<file path="src/rtl/execute_alu_muldiv_pkg.sv">
// Shared types and constants for the ALU / multiply-divide execute stage.
package execute_alu_muldiv_pkg;

    localparam int XLEN    = 32;
    localparam int MD_ITER = 32;
    localparam int SPEC_W  = 6;
    localparam int TAG_W   = 6;

    typedef logic [TAG_W-1:0] tag_t;

    typedef enum logic [1:0] {
        ALU    = 2'd0,
        MULDIV = 2'd1,
        LSU    = 2'd2,
        BRU    = 2'd3
    } unit_t;

    typedef enum logic [1:0] {
        EX_NORMAL   = 2'd0,
        EX_GEN_ADDR = 2'd1,
        EX_MEM      = 2'd2,
        EX_BRANCH   = 2'd3
    } ex_mode_t;

    typedef enum logic [1:0] {
        MD_IDLE = 2'd0,
        MD_RUN  = 2'd1,
        MD_DONE = 2'd2
    } md_state_t;

    // Op = {funct7, funct3}
    typedef struct packed {
        logic              is_valid;
        unit_t             unit;
        ex_mode_t          mode;
        logic [9:0]        op;
        logic [XLEN-1:0]   vj;
        logic [XLEN-1:0]   vk;
        tag_t              tag;
        logic [SPEC_W-1:0] speculative_tag;
    } ex_content_t;

    typedef struct packed {
        logic              is_valid;
        tag_t              tag;
        ex_mode_t          mode;
        logic [SPEC_W-1:0] speculative_tag;
        logic [XLEN-1:0]   value;
    } result_t;

    localparam logic [6:0] F7_BASE   = 7'h00;
    localparam logic [6:0] F7_ALT    = 7'h20;
    localparam logic [6:0] F7_MULDIV = 7'h01;

    localparam logic [2:0] F3_ADD_SUB = 3'd0;
    localparam logic [2:0] F3_SLL     = 3'd1;
    localparam logic [2:0] F3_SLT     = 3'd2;
    localparam logic [2:0] F3_SLTU    = 3'd3;
    localparam logic [2:0] F3_XOR     = 3'd4;
    localparam logic [2:0] F3_SRL_SRA = 3'd5;
    localparam logic [2:0] F3_OR      = 3'd6;
    localparam logic [2:0] F3_AND     = 3'd7;

    localparam logic [2:0] F3_MUL    = 3'd0;
    localparam logic [2:0] F3_MULH   = 3'd1;
    localparam logic [2:0] F3_MULHSU = 3'd2;
    localparam logic [2:0] F3_MULHU  = 3'd3;
    localparam logic [2:0] F3_DIV    = 3'd4;
    localparam logic [2:0] F3_DIVU   = 3'd5;
    localparam logic [2:0] F3_REM    = 3'd6;
    localparam logic [2:0] F3_REMU   = 3'd7;

    // An entry dies when a flush names any of its speculation bits.
    function automatic logic slot_killed(input logic [SPEC_W-1:0] spec,
                                         input logic              flush,
                                         input logic [SPEC_W-1:0] mask);
        return flush && (|(spec & mask));
    endfunction

endpackage

</file>
<file path="src/rtl/execute_alu_muldiv_if.sv">
// Issue/result bundle between wakeup-select, this execute stage and the ROB/CDB.
interface execute_alu_muldiv_if;
    import execute_alu_muldiv_pkg::*;

    ex_content_t [1:0] ex_contents;
    logic              flush;
    logic [SPEC_W-1:0] flush_mask;
    logic [1:0]        accepted;
    result_t [1:0]     alu_results;
    result_t           md_result;
    logic              md_busy;

    modport master (
        output ex_contents, flush, flush_mask,
        input  accepted, alu_results, md_result, md_busy
    );

    modport slave (
        input  ex_contents, flush, flush_mask,
        output accepted, alu_results, md_result, md_busy
    );
endinterface

</file>
<file path="src/rtl/execute_alu_muldiv_muldiv_iter.sv">
// Shared iterative multiply/divide unit: shift-add multiply, restoring divide.
module muldiv_iter
    import execute_alu_muldiv_pkg::*;
#(
    parameter int ITERS = MD_ITER
)(
    input  logic              clk,
    input  logic              rst_n,
    input  logic              start,
    input  logic [2:0]        start_funct3,
    input  logic [XLEN-1:0]   start_a,
    input  logic [XLEN-1:0]   start_b,
    input  tag_t              start_tag,
    input  logic [SPEC_W-1:0] start_spec,
    input  logic              flush,
    input  logic [SPEC_W-1:0] flush_mask,
    output logic              ready,
    output logic              busy,
    output result_t           result
);
    localparam int CNT_W = $clog2(ITERS) + 1;

    md_state_t         state;
    logic [CNT_W-1:0]  count;
    logic [XLEN-1:0]   hi;
    logic [XLEN-1:0]   lo;
    logic [XLEN-1:0]   operand;
    logic [2:0]        funct3;
    tag_t              tag;
    logic [SPEC_W-1:0] spec;
    logic              neg_a;
    logic              neg_b;
    logic              b_zero;

    logic              start_neg_a;
    logic              start_neg_b;
    logic [XLEN-1:0]   start_mag_a;
    logic [XLEN-1:0]   start_mag_b;
    logic [XLEN-1:0]   hi_next;
    logic [XLEN-1:0]   lo_next;
    logic [XLEN:0]     mul_sum;
    logic [XLEN:0]     rem_shift;
    logic [XLEN:0]     rem_diff;
    logic [2*XLEN-1:0] prod_fix;
    logic [XLEN-1:0]   quot_fix;
    logic [XLEN-1:0]   rem_fix;
    logic              kill;

    assign ready = (state != MD_RUN);
    assign busy  = (state == MD_RUN);
    assign kill  = slot_killed(spec, flush, flush_mask);

    // Signed operands enter the datapath as magnitudes; the signs are kept aside.
    always_comb begin
        start_neg_a = start_a[XLEN-1] &&
                      (start_funct3 == F3_MUL || start_funct3 == F3_MULH ||
                       start_funct3 == F3_MULHSU || start_funct3 == F3_DIV ||
                       start_funct3 == F3_REM);
        start_neg_b = start_b[XLEN-1] &&
                      (start_funct3 == F3_MUL || start_funct3 == F3_MULH ||
                       start_funct3 == F3_DIV || start_funct3 == F3_REM);
        start_mag_a = start_neg_a ? -start_a : start_a;
        start_mag_b = start_neg_b ? -start_b : start_b;
    end

    // One radix-2 step: add-and-shift-right for multiply, shift-and-subtract for divide.
    always_comb begin
        mul_sum   = {1'b0, hi} + (lo[0] ? {1'b0, operand} : '0);
        rem_shift = {hi, lo[XLEN-1]};
        rem_diff  = rem_shift - {1'b0, operand};
        hi_next   = mul_sum[XLEN:1];
        lo_next   = {mul_sum[0], lo[XLEN-1:1]};
        if (funct3[2]) begin
            if (!rem_diff[XLEN]) begin
                hi_next = rem_diff[XLEN-1:0];
                lo_next = {lo[XLEN-2:0], 1'b1};
            end else begin
                hi_next = rem_shift[XLEN-1:0];
                lo_next = {lo[XLEN-2:0], 1'b0};
            end
        end
    end

    // Sign fix-up and result selection, presented only during DONE unless flushed.
    always_comb begin
        prod_fix = (neg_a ^ neg_b) ? -{hi, lo} : {hi, lo};
        quot_fix = ((neg_a ^ neg_b) && !b_zero) ? -lo : lo;
        rem_fix  = neg_a ? -hi : hi;
        result   = '0;
        if (state == MD_DONE && !kill) begin
            result.is_valid        = 1'b1;
            result.tag             = tag;
            result.mode            = EX_NORMAL;
            result.speculative_tag = spec;
            case (funct3)
                F3_MUL:                    result.value = prod_fix[XLEN-1:0];
                F3_MULH, F3_MULHSU,
                F3_MULHU:                  result.value = prod_fix[2*XLEN-1:XLEN];
                F3_DIV, F3_DIVU:           result.value = quot_fix;
                default:                   result.value = rem_fix;
            endcase
        end
    end

    // FSM and datapath registers; DONE can take a new op back-to-back.
    always_ff @(posedge clk or negedge rst_n) begin
        if (!rst_n) begin
            state   <= MD_IDLE;
            count   <= '0;
            hi      <= '0;
            lo      <= '0;
            operand <= '0;
            funct3  <= '0;
            tag     <= '0;
            spec    <= '0;
            neg_a   <= 1'b0;
            neg_b   <= 1'b0;
            b_zero  <= 1'b0;
        end else if (start && state != MD_RUN) begin
            state   <= MD_RUN;
            count   <= '0;
            hi      <= '0;
            lo      <= start_funct3[2] ? start_mag_a : start_mag_b;
            operand <= start_funct3[2] ? start_mag_b : start_mag_a;
            funct3  <= start_funct3;
            tag     <= start_tag;
            spec    <= start_spec;
            neg_a   <= start_neg_a;
            neg_b   <= start_neg_b;
            b_zero  <= (start_b == '0);
        end else begin
            case (state)
                MD_RUN: begin
                    if (kill) begin
                        state <= MD_IDLE;
                    end else begin
                        hi    <= hi_next;
                        lo    <= lo_next;
                        count <= count + 1'b1;
                        if (count == CNT_W'(ITERS - 1)) begin
                            state <= MD_DONE;
                        end
                    end
                end
                default: state <= MD_IDLE;
            endcase
        end
    end

endmodule

</file>
<file path="src/rtl/execute_alu_muldiv.sv">
// Execute stage: two single-cycle ALU lanes plus one shared iterative mul/div unit.
module execute_alu_muldiv
    import execute_alu_muldiv_pkg::*;
(
    input  logic                 clk,
    input  logic                 rst_n,
    execute_alu_muldiv_if.slave  bus
);
    logic [1:0]    alu_take;
    logic [1:0]    md_class;
    logic          md_take0;
    logic          md_take1;
    logic          md_ready;
    ex_content_t   md_slot;
    result_t [1:0] alu_reg;

    function automatic logic [XLEN-1:0] alu_compute(input ex_content_t s);
        logic [4:0] shamt;
        logic       alt;
        shamt = s.vk[4:0];
        alt   = s.op[8];
        if (s.mode == EX_GEN_ADDR) begin
            return s.vj + s.vk;
        end
        case (s.op[2:0])
            F3_ADD_SUB: return alt ? s.vj - s.vk : s.vj + s.vk;
            F3_SLL:     return s.vj << shamt;
            F3_SLT:     return {{(XLEN-1){1'b0}}, $signed(s.vj) < $signed(s.vk)};
            F3_SLTU:    return {{(XLEN-1){1'b0}}, s.vj < s.vk};
            F3_XOR:     return s.vj ^ s.vk;
            F3_SRL_SRA: return alt ? $unsigned($signed(s.vj) >>> shamt) : s.vj >> shamt;
            F3_OR:      return s.vj | s.vk;
            default:    return s.vj & s.vk;
        endcase
    endfunction

    // Classify each slot and grant the mul/div unit to the first MD slot when free.
    always_comb begin
        alu_take = '0;
        md_class = '0;
        for (int i = 0; i < 2; i++) begin
            if (bus.ex_contents[i].is_valid &&
                !slot_killed(bus.ex_contents[i].speculative_tag, bus.flush, bus.flush_mask)) begin
                alu_take[i] = (bus.ex_contents[i].unit == ALU) ||
                              (bus.ex_contents[i].mode == EX_GEN_ADDR);
                md_class[i] = (bus.ex_contents[i].unit == MULDIV) &&
                              (bus.ex_contents[i].mode == EX_NORMAL);
            end
        end
        md_take0     = md_ready && md_class[0];
        md_take1     = md_ready && md_class[1] && !md_class[0];
        md_slot      = md_take1 ? bus.ex_contents[1] : bus.ex_contents[0];
        bus.accepted = alu_take | {md_take1, md_take0};
    end

    // Lane results are registered one cycle after accept.
    always_ff @(posedge clk or negedge rst_n) begin
        if (!rst_n) begin
            alu_reg <= '0;
        end else begin
            for (int i = 0; i < 2; i++) begin
                if (alu_take[i]) begin
                    alu_reg[i].is_valid        <= 1'b1;
                    alu_reg[i].tag             <= bus.ex_contents[i].tag;
                    alu_reg[i].mode            <= bus.ex_contents[i].mode;
                    alu_reg[i].speculative_tag <= bus.ex_contents[i].speculative_tag;
                    alu_reg[i].value           <= alu_compute(bus.ex_contents[i]);
                end else begin
                    alu_reg[i] <= '0;
                end
            end
        end
    end

    // A flush arriving while a lane result is visible suppresses it.
    always_comb begin
        bus.alu_results = alu_reg;
        for (int i = 0; i < 2; i++) begin
            if (slot_killed(alu_reg[i].speculative_tag, bus.flush, bus.flush_mask)) begin
                bus.alu_results[i].is_valid = 1'b0;
            end
        end
    end

    muldiv_iter #(.ITERS(MD_ITER)) u_muldiv (
        .clk          (clk),
        .rst_n        (rst_n),
        .start        (md_take0 | md_take1),
        .start_funct3 (md_slot.op[2:0]),
        .start_a      (md_slot.vj),
        .start_b      (md_slot.vk),
        .start_tag    (md_slot.tag),
        .start_spec   (md_slot.speculative_tag),
        .flush        (bus.flush),
        .flush_mask   (bus.flush_mask),
        .ready        (md_ready),
        .busy         (bus.md_busy),
        .result       (bus.md_result)
    );

endmodule
</file>
<file path="src/flat_wrapper.sv">
// flat-port wrapper written by rule: the top's interface ports become plain ports
module execute_alu_muldiv_flat import execute_alu_muldiv_pkg::*;
  (clk, rst_n, bus_ex_contents, bus_flush, bus_flush_mask, bus_accepted, bus_alu_results, bus_md_result, bus_md_busy);
  execute_alu_muldiv_if bus_i ();
  input  logic clk;
  input  logic rst_n;
  input wire logic [$bits(bus_i.ex_contents)-1:0] bus_ex_contents;
  input wire logic [$bits(bus_i.flush)-1:0] bus_flush;
  input wire logic [$bits(bus_i.flush_mask)-1:0] bus_flush_mask;
  output wire logic [$bits(bus_i.accepted)-1:0] bus_accepted;
  output wire logic [$bits(bus_i.alu_results)-1:0] bus_alu_results;
  output wire logic [$bits(bus_i.md_result)-1:0] bus_md_result;
  output wire logic [$bits(bus_i.md_busy)-1:0] bus_md_busy;
  assign bus_i.ex_contents = bus_ex_contents;
  assign bus_i.flush = bus_flush;
  assign bus_i.flush_mask = bus_flush_mask;
  assign bus_accepted = bus_i.accepted;
  assign bus_alu_results = bus_i.alu_results;
  assign bus_md_result = bus_i.md_result;
  assign bus_md_busy = bus_i.md_busy;
  execute_alu_muldiv u_core (.clk(clk), .rst_n(rst_n), .bus(bus_i));
endmodule
</file>
<file path="config.mk">
export PLATFORM = sky130hd
export DESIGN_NAME = execute_alu_muldiv_flat
export DESIGN_NICKNAME = d
export VERILOG_FILES = /design/src/rtl/execute_alu_muldiv_pkg.sv /design/src/rtl/execute_alu_muldiv_if.sv /design/src/rtl/execute_alu_muldiv_muldiv_iter.sv /design/src/rtl/execute_alu_muldiv.sv /design/src/flat_wrapper.sv
export SDC_FILE = /design/constraint.sdc
export NUM_CORES = 2
export LEC_CHECK = 0
export ABC_CLOCK_PERIOD_IN_PS = 4500
export CORE_MARGIN = 2
export CORE_UTILIZATION = 30
export DETAILED_ROUTE_END_ITERATION = 8
export DONT_BUFFER_PORTS = 1
export GPL_TIMING_DRIVEN = 0
export PLACE_DENSITY = 0.44
export SYNTH_ARGS = -nofsm -noshare
export SYNTH_HDL_FRONTEND = slang
export SYNTH_HIERARCHICAL = 1
export SYNTH_SLANG_ARGS = --single-unit
export TNS_END_PERCENT = 1
</file>
<file path="constraint.sdc">
create_clock -name clk -period 4.5 [get_ports clk]
set_clock_uncertainty 0.15 [all_clocks]
set_input_delay 1.125 -clock clk [delete_from_list [all_inputs] [get_ports clk]]
set_output_delay 1.125 -clock clk [all_outputs]
set_load 0.01 [all_outputs]
</file>
After elaboration in Yosys (flattened, before gate mapping)
Index checks and enable logic that the tools add are counted.
- register bits after elaboration: 216
- input bits: 191
- logic and storage cells: 186
- add/sub/neg operators: 12
- order comparisons: 4
- equal/unequal tests: 31
- shift operators: 6
- multiplexer cells: 50
- bitwise gates (word level): 14
- reductions and logical operators: 48
- operators by type and width (operator ; number):
    $mux W32 ; 24
    $pmux W32 S7 ; 2
    $mux W47 ; 3
    $lt A32 B32 Y1 ; 4
    $neg A32 Y32 ; 4
    $pmux W32 S3 ; 1
    $mux W79 ; 1
    $add A32 B32 Y32 ; 2
    $and A32 B32 Y32 ; 2
    $mux W64 ; 1
    $neg A64 Y64 ; 1
    $or A32 B32 Y32 ; 2
    $shl A32 B5 Y32 ; 2
    $shr A32 B5 Y32 ; 2
    $sshr A32 B5 Y32 ; 2
    $sub A32 B32 Y32 ; 2
    $xor A32 B32 Y32 ; 2
    $add A32 B32 Y33 ; 1
    $sub A33 B32 Y33 ; 1
    $logic_not A32 Y1 ; 1
    $and A6 B6 Y6 ; 5
    $eq A3 B3 Y1 const B ; 10
    $reduce_or A6 Y1 ; 5
    $eq A3 B2 Y1 const B ; 7
    other kinds (22) ; 78

Longest topological paths before layout
- depth in word-level cells: 18
- gate-level depth with buffers: 21

Modules after synthesis
The synthesis kept the hierarchy.
- by module, submodules not included (module ; times used ; cells an instance ; area an instance (um2)):
    execute_alu_muldiv ; 1 ; 3170 ; 22520.3
    muldiv_iter ; 1 ; 1980 ; 14435.1

Worst setup path after synthesis
Ideal clock, no wire load.
- kind: input to register
- from: input port bus_ex_contents[93]
- to: register u_core.u_muldiv.operand[30]
- setup time: 0.140 ns
- data arrival time: 4.771 ns
- data required time: 4.210 ns
- slack: -0.561 ns
- stages on the path: 17
- path through: a22oi_1 > a31oi_1 > nand2b_1 > a211o_1 > clkbuf_1 > buf_1 > clkbuf_1 > nand2_1 > o21ai_0 > or4_1 > nor4_1 > and2_0 > clkbuf_1 > nand3_1 > o31ai_1 > xor2_1 > o221ai_1
- RTL lines (what ; RTL line ; source):
    from (decl) ; flat_wrapper.sv:7 ; input wire logic [$bits(bus_i.ex_contents)-1:0] bus_ex_contents;
    to (signal assigned) ; execute_alu_muldiv_muldiv_iter.sv:124 ; operand <= start_funct3[2] ? start_mag_b : start_mag_a;
    to (decl) ; execute_alu_muldiv_muldiv_iter.sv:27 ; logic [XLEN-1:0] operand;

Final worst setup path
- from: register u_core.u_muldiv.lo[0]
- to: output port bus_md_result[0]
- cells in the longest elaborated chain, start to end: 4
- elaborated cells between the ends (all ways): 6
- classes of those cells: add/sub: 2; mux: 4
- RTL lines (what ; RTL line ; source):
    from (decl) ; execute_alu_muldiv_muldiv_iter.sv:26 ; logic [XLEN-1:0] lo;
    from (signal assigned) ; execute_alu_muldiv_muldiv_iter.sv:123 ; lo <= start_funct3[2] ? start_mag_a : start_mag_b;
    from (signal assigned) ; execute_alu_muldiv_muldiv_iter.sv:138 ; lo <= lo_next;
    $neg A64 Y64 / $neg A32 Y32 (equally long branches) ; execute_alu_muldiv_muldiv_iter.sv:86, execute_alu_muldiv_muldiv_iter.sv:87 ;
    $mux W64 / $mux W32 (equally long branches) ; execute_alu_muldiv_muldiv_iter.sv:86, execute_alu_muldiv_muldiv_iter.sv:87 ;
    $pmux W32 S3 * ; execute_alu_muldiv_muldiv_iter.sv:95 ; case (funct3)
    $mux W47 * ; execute_alu_muldiv_muldiv_iter.sv:90 ; if (state == MD_DONE && !kill) begin
    to (decl) ; flat_wrapper.sv:12 ; output wire logic [$bits(bus_i.md_result)-1:0] bus_md_result;
Mark *: on every way between the ends. The rest lies on a longest branch, timed or not.

==> run_results.csv <==
group,metric,value,unit
yosys,avgSynthCellArea,7.176,um^2
place,placed_area,39110,um^2
yosys,ys_ff_latch,216,
timing,rsz0062_at_grt,"true",
place,placement.io_buffers,0,
yosys,netlist_instances,5150,
run,cap_violations,0,
yosys,syn-cell-area,36960,um^2
power,peakVddDrop,0.2849,mV
global_routing,grt_first_pass_wirelength,312300,um
floorplan,die_w,355.0,um
route,wl_per_cell,32.52,um
place,dpl.hpwl,180300,um
global_routing,grt_max_degree,217,
outcome,violations,"negative setup slack",
clock_tree,clkTransAtPathRegs,60,ps
global_routing,track_usage,34.02,%
critical_path,reg2reg_from,"u_core/u_muldiv/state[1]$_DFFE_PN0P_",
final_layout,largest_reg_flops,92,
final_layout,layout-drive-gt1-share,12.19,%
clock_tree,clk_latency,620,ps
yosys,dominantRegCellSynth,"dfrtp_1",
route,route.detailed.drc,0,
place,place_congestion,1.029,
timing,hold_viol,0,
critical_path,worstPathMaxFanout,6,
timing,fin_crit,5235,ps
global_routing,overflow,0,
floorplan,coreArea,122000,um^2
outcome,status,"finished, violations left",
route,drt_wl_total,223100,um
timing,holdWs,67.54,ps
yosys,yosysMostFrequentCell,"nand2_1",
yosys,yosysTopAreaCell,"dfrtp_1",
yosys,ys_top_cells_by_count,"580 x nand2_1, 459 x o21ai_0, 453 x nor2_1, 445 x a21oi_1, 284 x clkbuf_1",
floorplan,io_pins,335,
timing,drv_slew,0,
route,drt_iter0_drc,4962,
timing,fin_crit_sh,116.3,%
timing,fmax,191.0,MHz
critical_path,critical-path-slowest-cell,"or4b_4",
clock_tree,numCtsBuffers,34,
critical_path,endpoint_kind,"primary output",
timing,tns,-26510,ps
clock_tree,cts_tree,"yes",
yosys,ys_seq_area_share,14.63,%
timing,worst_slew_pin_slew,1452,ps
global_routing,antenna_found_initial,15,
clock_tree,h-tree-depth,2,
yosys,async_flop_share,100.0,%
power,total_power,18.50,mW
yosys,ys_types,108,
power,powerDensity,444.7,nW/um^2
timing,setup_violations,100,
yosys,synth_top_area_share,14.63,%
clock_tree,max-clock-path-buffers,3,
clock_tree,root_buffer,"clkbuf_16",
critical_path,cp.arrival,3960,ps
critical_path,critPathRequiredTime,3220,ps
yosys,synthTopCellsByArea,"dfrtp_1 15%, ha_1 8.9%, o21ai_0 6.2%",
floorplan,start_util,30.28,%
critical_path,crit_type,"reg2out",
floorplan,row_count,128,
power,leakage,17.40,nW
timing,slew_headroom,2.206,%
worst_hold_path,hold_class,"in2async",
clock_tree,clock_sinks,216,
final_layout,fin_nets,5665,
route,vias,42426,
floorplan,die_h,355.0,um
route,vias_per_cell,6.185,
route,final_antenna_net_count,0,
yosys,synth_edf_count,0,
final_layout,fin_area,41600,um^2
route,drt-pass1-iter-count,6,
clock_tree,postCtsHoldBufs,0,
timing,fin_ws,-735.2,ps
final_layout,final-instance-count-excl-fill,6860,
critical_path,slowest_delay,580,ps
final_layout,syn_to_final_growth,12.58,%
critical_path,startpoint,"u_core/u_muldiv/lo[0]$_DFFE_PN0P_",
floorplan,die_area,126000,um^2
yosys,ys_warn_count,6,
global_routing,grt_pass1_vias,40460,
critical_path,crit_chain,"inv_4, clkbuf_16, ha_4, or4b_4, or4b_4, nor3_4, nand3_4, buf_8, buf_8, buf_4, nand4_1, o311ai_0, nor2_1",
critical_path,cp-start-kind,"flop",
place,dp_cells,6778,
layout by cell type, fill, tap and decap left out, types with 26 or more instances in the layout:
cell / count
o21a_1: 28
xnor2_1: 178
and3_1: 26
clkbuf_1: 241
and2_1: 67
clkbuf_2: 26
buf_1: 37
a22oi_1: 39
nand2_1: 577
o21bai_1: 41
xor2_1: 109
buf_4: 136
o211ai_1: 69
nor3_1: 98
buf_2: 38
mux2_2: 50
o21ai_1: 55
nor2b_1: 38
or3_1: 43
dfrtp_1: 210
inv_1: 258
clkbuf_16: 35
a221oi_1: 32
a21o_1: 54
o221ai_1: 79
a31oi_1: 72
o22ai_1: 27
a211oi_1: 66
o21ai_0: 402
nor2_1: 448
o31ai_1: 37
a22o_1: 31
ha_1: 261
mux2i_1: 173
nand3_1: 90
nand2b_1: 32
a21oi_1: 427
mux4_2: 53
final timing paths:
check / to / slack, ps / cells after the start
worst max-delay path: bus_md_result[0] / -740 / 13
worst min-delay path: u_core/bus.alu_results[49]$_DFF_PN0_ / 70 / 0
worst max register to register: u_core/u_muldiv/lo[27]$_DFFE_PN0P_ / -180 / 17
worst min register to register: u_core/u_muldiv/tag[0]$_DFFE_PN0P_ / 320 / 2
max in group asynchronous: u_core/u_muldiv/hi[13]$_DFFE_PN0P_ / 3330 / 0
min in group clk: u_core/u_muldiv/tag[0]$_DFFE_PN0P_ / 320 / 2
power by group:
group	leakage (nW)	switching, mW	total [mW]	internal, mW
clock	0.550	1.17	2.81	1.65
sequential	2.83	0.571	3.01	2.44
combinational	14.0	8.18	12.7	4.50
final cells by class:
| class | instances | area [um^2] |
|---|---|---|
| Timing Repair Buffer | 21 | 162.7 |
| Sequential cell | 216 | 5413 |
| Inverter | 268 | 1032 |
| Multi-Input combinational cell | 4184 | 29300 |
| Buffer | 480 | 2521 |
| Tap cell | 1625 | 2033 |
| Clock buffer | 43 | 934.6 |
| Antenna cell | 8 | 20.02 |
| Clock inverter | 15 | 186.4 |
| Fill cell | 13401 | 80430 |
per-layer routing:
metal / up-vias / wire (um) / GRT usage (%)
li1: 18703 / - / -
met1: 21038 / 92570 / 44.44
met2: 2196 / 98560 / 53.33
met3: 481 / 18640 / 6.641
met4: 8 / 13290 / 17.03
met5: - / 54 / 0
kinds of logic after synthesis:
family | after synthesis | share of synthesized area [%]
AND/OR/NAND/NOR | 1571 | 19.38
multiplexers | 285 | 9.991
other | 1 | 0.01015
AO/OA/AOI/OAI | 1753 | 30.51
buffers and inverters | 751 | 9.053
adder cells (fa/ha/maj) | 269 | 9.229
XOR/XNOR | 304 | 7.205
flip-flops | 216 | 14.63
per-stage QoR:
stage	utilization, %	setup WS, ps
6_report	34.09	-735.2
4_1_cts	33.88	-764.2
3_3_place_gp	32.03	-2688
3_5_place_dp	32.05	-2573
2_1_floorplan	-	-81.24
5_1_grt	34.08	-819.2
repair_timing:
action                                  CTS  global route
pin swaps                                48            13
setup buffers                            15             4
resized for setup                       289            69
endpoints found under the setup margin  208           160
critical path: cells and delay by family (launching register included):
kind            cells  cell delay [ps]
fa+ha+maj           1              140
buf+inv             5              720
simple gates        6             1930
flops               1              430
compound gates      1              140
No activity file was read; power rests on OpenSTA's default activity.
